File: src/rtl/mem_req_initiator.sv
// Bus initiator that turns a valid/ready command stream into req/gnt/rvalid memory requests.
// It tracks in-order responses and returns them through a credit-limited response FIFO.
module mem_req_initiator #(
  parameter int RspDepth  = 4,
  parameter int AddrWidth = 32
) (
  input  logic                 clk_sys,
  input  logic                 rst_sys,
  input  logic                 cmd_valid,
  output logic                 cmd_ready,
  input  logic                 cmd_we,
  input  logic [3:0]           cmd_be,
  input  logic [AddrWidth-1:0] cmd_addr,
  input  logic [31:0]          cmd_wdata,
  output logic                 rsp_valid,
  input  logic                 rsp_ready,
  output logic [31:0]          rsp_rdata,
  output logic                 rsp_we,
  output logic                 rsp_err,
  output logic                 mem_req,
  input  logic                 mem_gnt,
  output logic                 mem_we,
  output logic [3:0]           mem_be,
  output logic [AddrWidth-1:0] mem_addr,
  output logic [31:0]          mem_wdata,
  input  logic                 mem_rvalid,
  input  logic [31:0]          mem_rdata,
  input  logic                 mem_err,
  output logic                 busy,
  output logic                 proto_err
);

  localparam int PtrW = $clog2(RspDepth);
  localparam int CntW = PtrW + 1;
  localparam logic [CntW-1:0] DepthC = CntW'(RspDepth);

  logic [CntW-1:0] out_cnt;
  logic [CntW-1:0] rsp_count;
  logic [CntW-1:0] occ;
  logic [PtrW-1:0] tag_wr;
  logic [PtrW-1:0] tag_rd;
  logic [PtrW-1:0] rsp_wr;
  logic [PtrW-1:0] rsp_rd;

  logic            tag_mem       [RspDepth];
  logic [31:0]     rsp_rdata_mem [RspDepth];
  logic            rsp_we_mem    [RspDepth];
  logic            rsp_err_mem   [RspDepth];

  logic accept;
  logic grant;
  logic resp;
  logic rsp_pop;
  logic tag_we;

  // Every in-flight transfer owns one response slot, so the FIFO can never overflow.
  assign occ       = CntW'(mem_req) + out_cnt + rsp_count;
  assign cmd_ready = (!mem_req || mem_gnt) && (occ < DepthC);
  assign accept    = cmd_valid && cmd_ready;
  assign grant     = mem_req && mem_gnt;
  assign resp      = mem_rvalid && (out_cnt != '0);
  assign rsp_valid = (rsp_count != '0);
  assign rsp_pop   = rsp_valid && rsp_ready;
  assign busy      = (occ != '0);
  assign tag_we    = tag_mem[tag_rd];

  assign rsp_rdata = rsp_rdata_mem[rsp_rd];
  assign rsp_we    = rsp_we_mem[rsp_rd];
  assign rsp_err   = rsp_err_mem[rsp_rd];

  // NOTE: state registers use non-blocking assignments so every flop samples pre-edge values.
  always_ff @(posedge clk_sys) begin
    if (rst_sys) begin
      mem_req   <= 1'b0;
      mem_we    <= 1'b0;
      mem_be    <= '0;
      mem_addr  <= '0;
      mem_wdata <= '0;
    end else if (accept) begin
      mem_req   <= 1'b1;
      mem_we    <= cmd_we;
      mem_be    <= cmd_be;
      mem_addr  <= cmd_addr;
      mem_wdata <= cmd_wdata;
    end else if (grant) begin
      mem_req   <= 1'b0;
    end
  end

  always_ff @(posedge clk_sys) begin
    if (rst_sys) begin
      out_cnt   <= '0;
      tag_wr    <= '0;
      tag_rd    <= '0;
      rsp_wr    <= '0;
      rsp_rd    <= '0;
      rsp_count <= '0;
      proto_err <= 1'b0;
    end else begin
      case ({grant, resp})
        2'b10:   out_cnt <= out_cnt + CntW'(1);
        2'b01:   out_cnt <= out_cnt - CntW'(1);
        default: out_cnt <= out_cnt;
      endcase
      if (grant) tag_wr <= tag_wr + PtrW'(1);
      if (resp) begin
        tag_rd <= tag_rd + PtrW'(1);
        rsp_wr <= rsp_wr + PtrW'(1);
      end
      if (rsp_pop) rsp_rd <= rsp_rd + PtrW'(1);
      case ({resp, rsp_pop})
        2'b10:   rsp_count <= rsp_count + CntW'(1);
        2'b01:   rsp_count <= rsp_count - CntW'(1);
        default: rsp_count <= rsp_count;
      endcase
      if (mem_rvalid && (out_cnt == '0)) proto_err <= 1'b1;
    end
  end

  // NOTE: FIFO storage is not reset; the pointers and counts alone define what is valid.
  always_ff @(posedge clk_sys) begin
    if (grant) tag_mem[tag_wr] <= mem_we;
    if (resp) begin
      rsp_rdata_mem[rsp_wr] <= tag_we ? 32'h0 : mem_rdata;
      rsp_we_mem[rsp_wr]    <= tag_we;
      rsp_err_mem[rsp_wr]   <= mem_err;
    end
  end

endmodule

File: config.mk
export PLATFORM = sky130hd
export DESIGN_NAME = mem_req_initiator
export DESIGN_NICKNAME = d
export VERILOG_FILES = /design/src/rtl/mem_req_initiator.sv
export SDC_FILE = /design/constraint.sdc
export NUM_CORES = 1
export LEC_CHECK = 0
export ABC_AREA = 1
export CAP_MARGIN = 40
export CELL_PAD_IN_SITES_DETAIL_PLACEMENT = 0
export CELL_PAD_IN_SITES_GLOBAL_PLACEMENT = 1
export CORE_ASPECT_RATIO = 1.2
export CORE_MARGIN = 2
export CORE_UTILIZATION = 41
export DETAILED_ROUTE_END_ITERATION = 7
export PLACE_DENSITY_LB_ADDON = 0.1
export SYNTH_ARGS = -nofsm -noshare
export SYNTH_HDL_FRONTEND = slang
export SYNTH_SLANG_ARGS = --single-unit
File: constraint.sdc
create_clock -name clk_sys -period 3.9 [get_ports clk_sys]
set_input_delay 0.78 -clock clk_sys [delete_from_list [all_inputs] [get_ports clk_sys]]
set_output_delay 0.78 -clock clk_sys [all_outputs]
set_load 0.01 [all_outputs]
After elaboration in Yosys (flattened, before gate mapping)

Memories as Yosys holds them, arrays and structs flattened. A register that Yosys moved wholly into a read port is not among the register bits.
Cells that the tools add are included.

Output and inout bits: 108
Bits in latches: 0
Register bits: 85
Memory bits (read-only): 0
Memories kept: 4
Bits in writable memories: 140
Bits of input ports: 108
Logic and storage cells: 63

Memories:

| name          | depth | width | read ports | clocked after Yosys merged registers in | write ports | RTL line | source |
|---|---|---|---|---|---|---|---|
| rsp_rdata_mem | 4     | 32    | 1          | 1                                       | 1           | 46       | `logic [31:0] rsp_rdata_mem [RspDepth];` |
| rsp_err_mem   | 4     | 1     | 1          | 1                                       | 1           | 48       | `logic rsp_err_mem [RspDepth];` |
| rsp_we_mem    | 4     | 1     | 1          | 1                                       | 1           | 47       | `logic rsp_we_mem [RspDepth];` |
| tag_mem       | 4     | 1     | 1          | 1                                       | 1           | 45       | `logic tag_mem [RspDepth];` |

Divide/modulo/power cells: 0
$mul: 0
Shift-type cells: 0
Order comparisons: 1
Add/subtract/negate cells: 10
Bitwise logic cells: 0
Equality and inequality tests: 4
Reduce and logical (&&, ||, !) cells: 15
Multiplexer cells: 17

Operator list:

| kind                                                                | number |
|---|---|
| 32-bit two-way mux                                                  | 1 |
| 2-bit two-way mux                                                   | 8 |
| 3-bit one-hot mux with 2 select lines                               | 2 |
| 3-bit nonzero test                                                  | 3 |
| 2-bit by 1-bit adder with 2-bit output (second input constant)      | 4 |
| 3-bit by 1-bit adder with 3-bit output (second input constant)      | 2 |
| 1-bit logical AND                                                   | 6 |
| 1-bit two-way mux                                                   | 6 |
| 2-bit nonzero test                                                  | 3 |
| 3-bit by 1-bit subtractor with 3-bit output (second input constant) | 2 |
| 2-bit by 1-bit == test with 1-bit output (second input constant)    | 2 |
| 2-bit == test (second input constant)                               | 2 |
| 1-bit by 3-bit adder with 3-bit output                              | 1 |
| 3-bit adder                                                         | 1 |
| 3-bit zero test                                                     | 1 |
| 3-bit < comparator (second input constant)                          | 1 |
| 1-bit zero test                                                     | 1 |
| 1-bit logical OR                                                    | 1 |

Logic depth before layout (Yosys ltp)

Depth after elaboration: 6
Gate-level depth with buffers: 13
Depth with buffers taken out: 12

Worst setup path after synthesis

No wires, ideal clock.

Path type: input port to flip-flop
Start: in mem_rvalid
End: mem rsp_err_mem[0] (enable)
Required time: 3.475 ns
Cell stages on the path: 3
Path slack: 1.039 ns
Setup time: 0.425 ns
Arrival time: 2.436 ns
Path buffers: 1
Path through: nand2_1 > buf_2 > nor2_1

Cells in the longest elaborated chain, start to end: 3

Ends and longest elaborated chain:

| element                                 | RTL line | source |
|---|---|---|
| start, declared                         | 26       | `input logic mem_rvalid,` |
| 1-bit logical AND                       | 61       | `assign resp = mem_rvalid && (out_cnt != '0);` |
| 1-bit two-way mux                       | 123      | `if (resp) begin` |
| 1-bit two-way mux (implied by the code) | 126      | `rsp_err_mem[rsp_wr] <= mem_err;` |
| end, declared                           | 48       |  |

Every way passes these cells.

Final worst setup path

Start: reg out_cnt[0]
End: out cmd_ready

Cells in the longest elaborated chain, start to end: 4

Ends and longest elaborated chain:

| element                                | RTL line | source |
|---|---|---|
| start, declared                        | 37       | `logic [CntW-1:0] out_cnt;` |
| start signal, assigned                 | 101      | `2'b10: out_cnt <= out_cnt + CntW'(1);` |
| start signal, assigned                 | 102      | `2'b01: out_cnt <= out_cnt - CntW'(1);` |
| start signal, assigned                 | 103      | `default: out_cnt <= out_cnt;` |
| 1-bit by 3-bit adder with 3-bit output | 57       | `assign occ = CntW'(mem_req) + out_cnt + rsp_count;` |
| 3-bit adder                            | 57       |  |
| 3-bit < comparator                     | 58       | `assign cmd_ready = (!mem_req \|\| mem_gnt) && (occ < DepthC);` |
| 1-bit logical AND                      | 58       |  |
| end, declared                          | 10       | `output logic cmd_ready,` |

Every way passes these cells.

==> impl_metrics.toml <==
[layout]
drive_above_1_share_pct = 4.549
n_fill_cell = 2205
fin_nets = 1445
finalInstanceArea_sq_um = 13210
area_growth_pct = 31.70

[cts]
clkSinkCount = 229
clk_pin_slew_ns = 0.06
cts_tree = "built"
postCtsSetupRepairBufs = 0
cts_buffers = 24
ctsResizeCount = 0
cts_buffer_depth = 3
hold_buffers = 0
clockRootBuffer = "clkbuf_16"
clock_latency_ns = 0.51
htree_levels = 1

[worst_setup_path]
cp_num_cells = 10
worst-path-buf-inv = 4
crit_family = "buffers and inverters"
r2r_end = "mem_wdata[0]$_SDFFE_PP0P_"
end_kind = "output port"
reg2reg_depth = 13
ff2ff_setup_slack_ns = 1.36
cp_max_fo = 6
setup.worst_path.end = "cmd_ready"
slowest_delay_ns = 0.59
cp_data_required_time_ns = 3.12
crit_path_cell_trace = "inv_1 > fa_1 > inv_1 > fa_1 > inv_1 > nand2_1 > nand2_1 > nand2_1 > a21boi_0 > clkdlybuf4s50_1"
crit_path_start = "out_cnt[0]$_SDFFE_PP0P_"
reg2reg_from = "out_cnt[0]$_SDFFE_PP0P_"
cp.arrival_ns = 2.71
startpoint_type = "flop"
slowest_stage = "clkdlybuf4s50_1"
critPathKind = "flop to output port"

[floorplanning]
num_io_pins = 216
rows = 62
core_area_sq_um = 23970
die_area_sq_um = 25740
dieHeight_microns = 175.4
die_w_microns = 146.8
initial_core_util_pct = 41.86

[timing]
finClkSkew_ns = 0.01054
rsz0062_at_grt = "no"
setup_viol = 0
hold_viol = 0
max-slew-margin-rel_pct = 46.65
finalCriticalPeriod_ns = 3.491
finalCritPeriodShare_pct = 89.52
hold_ws_ns = 0.4560
tightest_slew_ns = 0.8003
final.setup.tns_ns = 0
maxSlewViolCount = 0
timing.final.ws_setup_ns = 0.4086
fmax_ghz = 0.2864

[synthesis]
netlist-cell-type-count = 23
syn-cell-area_sq_um = 10030
yosys_warnings = 0
syn-mean-instance-area_sq_um = 8.879
synthCells = 1130
synth_seq_cells = 229
syn_nets = 1252
yosysSeqAreaShare_pct = 59.66

[detailed_routing]
totalWireLength_microns = 23440
ant_nets = 0
num_vias = 7581
wire_per_inst_microns = 14.10
drc = 0
drtIter0Drc = 337
vias_per_cell = 4.561
drt_pre_antenna_iters = 4

[power_and_ir_drop]
ir_drop_uv = 401.6
fin_total_pwr_mw = 7.516
netSwitchingPower_mw = 2.290
power_density_nw_per_um2 = 568.8
intPower_mw = 5.226
p_leak_nw = 5.786
power_frac_clock_pct = 29.3
pwr-share-seq_pct = 40.3
comb_power_share_pct = 30.4
p_sw_share_pct = 30.47

[grt]
globalRouteMet2Util_pct = 30.89
grt_usage_pct = 17.97
antenna_found_initial = 2
overflow = 0
grt_pass1_wl_microns = 37260
grt_use_met1_pct = 21.42
globalRouteMet3Util_pct = 5.896
grt_busiest_layer = "met2"
grt_max_degree = 71
grt_pass1_vias = 7100

[placed_design]
place_hpwl_microns = 14340
globalplace.congestion = 0.7492
dpl_cell_area_sq_um = 12450
portBuffers = 215
place_worst_setup_slack_ns = 0.8794

[run]
maxCapViolCount = 0

[hold_path]
min_from = "proto_err$_SDFFE_PP0P_"
min_path_type = "flop to flop"

[status]
status = "finished clean"
how the worst min path moves through the flow:
| stage | end | slack, ns | cells after the start |
|---|---|---|---|
| after floorplan | flop | 0.41 | 1 |
| after global placement | tag_rd[1]$_SDFFE_PP0P_ | 0.43 | 1 |
| after detailed placement | tag_rd[1]$_SDFFE_PP0P_ | 0.44 | 1 |
| after CTS | tag_rd[1]$_SDFFE_PP0P_ | 0.45 | 1 |
| after global routing | tag_rd[1]$_SDFFE_PP0P_ | 0.50 | 1 |
| final | proto_err$_SDFFE_PP0P_ | 0.46 | 2 |
routing by layer:
metal,vias to the layer above,wire (microns)
li1,3950,-
met1,3411,9703
met2,179,11160
met3,39,1914
met4,2,645
met5,-,13
flip-flops by register name, summed over array words and instances, names as in the netlist, named ones only:
signal,flops
rsp_rdata_mem,128
mem_addr,32
mem_wdata,32
mem_be,4
rsp_err_mem,4
rsp_we_mem,4
tag_mem,4
out_cnt,3
rsp_count,3
rsp_rd,2
rsp_wr,2
tag_rd,2
tag_wr,2
mem_req,1
mem_we,1
proto_err,1
metrics by stage:
step           cells  utilization, %
6_report        1662           55.13
5_1_grt         1661           55.12
4_1_cts         1661           55.12
3_5_place_dp    1617           51.95
3_3_place_gp    1617           51.95
2_1_floorplan   1130               -
layout make-up:
type | count | area (sq um) | area share (%)
inverter | 270 | 1013 | 7.670
timing repair buffer | 231 | 2305 | 17.44
antenna | 1 | 2.502 | 0.01894
multi-input combinational | 567 | 2748 | 20.79
clock buffer | 31 | 648.1 | 4.905
tap | 320 | 400.4 | 3.030
clock inverter | 13 | 110.1 | 0.8333
sequential | 229 | 5987 | 45.31
Yosys cell counts:
cell / instances / area share (%)
edfxtp_1: 140 / 42
ha_1: 10 / 1.2
a32oi_1: 1 / 0.087
nand4_4: 1 / 0.21
a21boi_0: 1 / 0.075
nor2_1: 184 / 6.9
fa_1: 4 / 0.80
and2_1: 1 / 0.062
inv_2: 3 / 0.11
buf_2: 27 / 1.3
buf_6: 7 / 0.79
clkbuf_1: 26 / 0.97
o22ai_1: 34 / 2.1
nand3_1: 5 / 0.25
nand4_1: 70 / 4.4
or2_1: 1 / 0.062
a21oi_1: 19 / 0.95
dfxtp_1: 89 / 18
o21ai_0: 81 / 4.0
nand2_1: 154 / 5.8
inv_1: 267 / 10
nand3b_1: 1 / 0.075
buf_1: 4 / 0.15
cells in the final DEF, fill, tap and decap left out, types with 2 or more instances in the layout:
cell and n:
a21oi_1 19, buf_12 3, buf_4 13, bufinv_16 2, clkbuf_1 6, clkbuf_16 25, clkdlybuf4s50_1 214, clkinv_1 7
clkinv_2 2, dfxtp_1 88, edfxtp_1 140, fa_1 4, ha_1 10, inv_1 266, inv_2 4, nand2_1 153
nand3_1 5, nand4_1 70, nor2_1 180, nor2_4 4, o21ai_0 81, o22ai_1 34
worst min-delay path, stage by stage (launching register included):
cell	delay, ns
dfxtp_1	0.31
inv_1	0.05
a21oi_1	0.05
power groups by stage:
stage                     combinational, mW  clock (mW)  sequential (mW)
after floorplan                        1.21           0             3.13
after global placement                 2.31           0             3.07
after detailed placement               2.32           0             3.08
after CTS                              2.33        2.27             3.03
after global routing                   2.55        2.38             3.06
final                                  2.29        2.20             3.03
kinds of logic after synthesis:
family | count (synthesis) | share of synthesized area [%]
compound gates | 136 | 7.270
fa+ha+maj | 14 | 2.045
buf+inv | 334 | 13.36
flops | 229 | 59.66
simple gates | 417 | 17.67
Power figures use the tool's default switching activity.
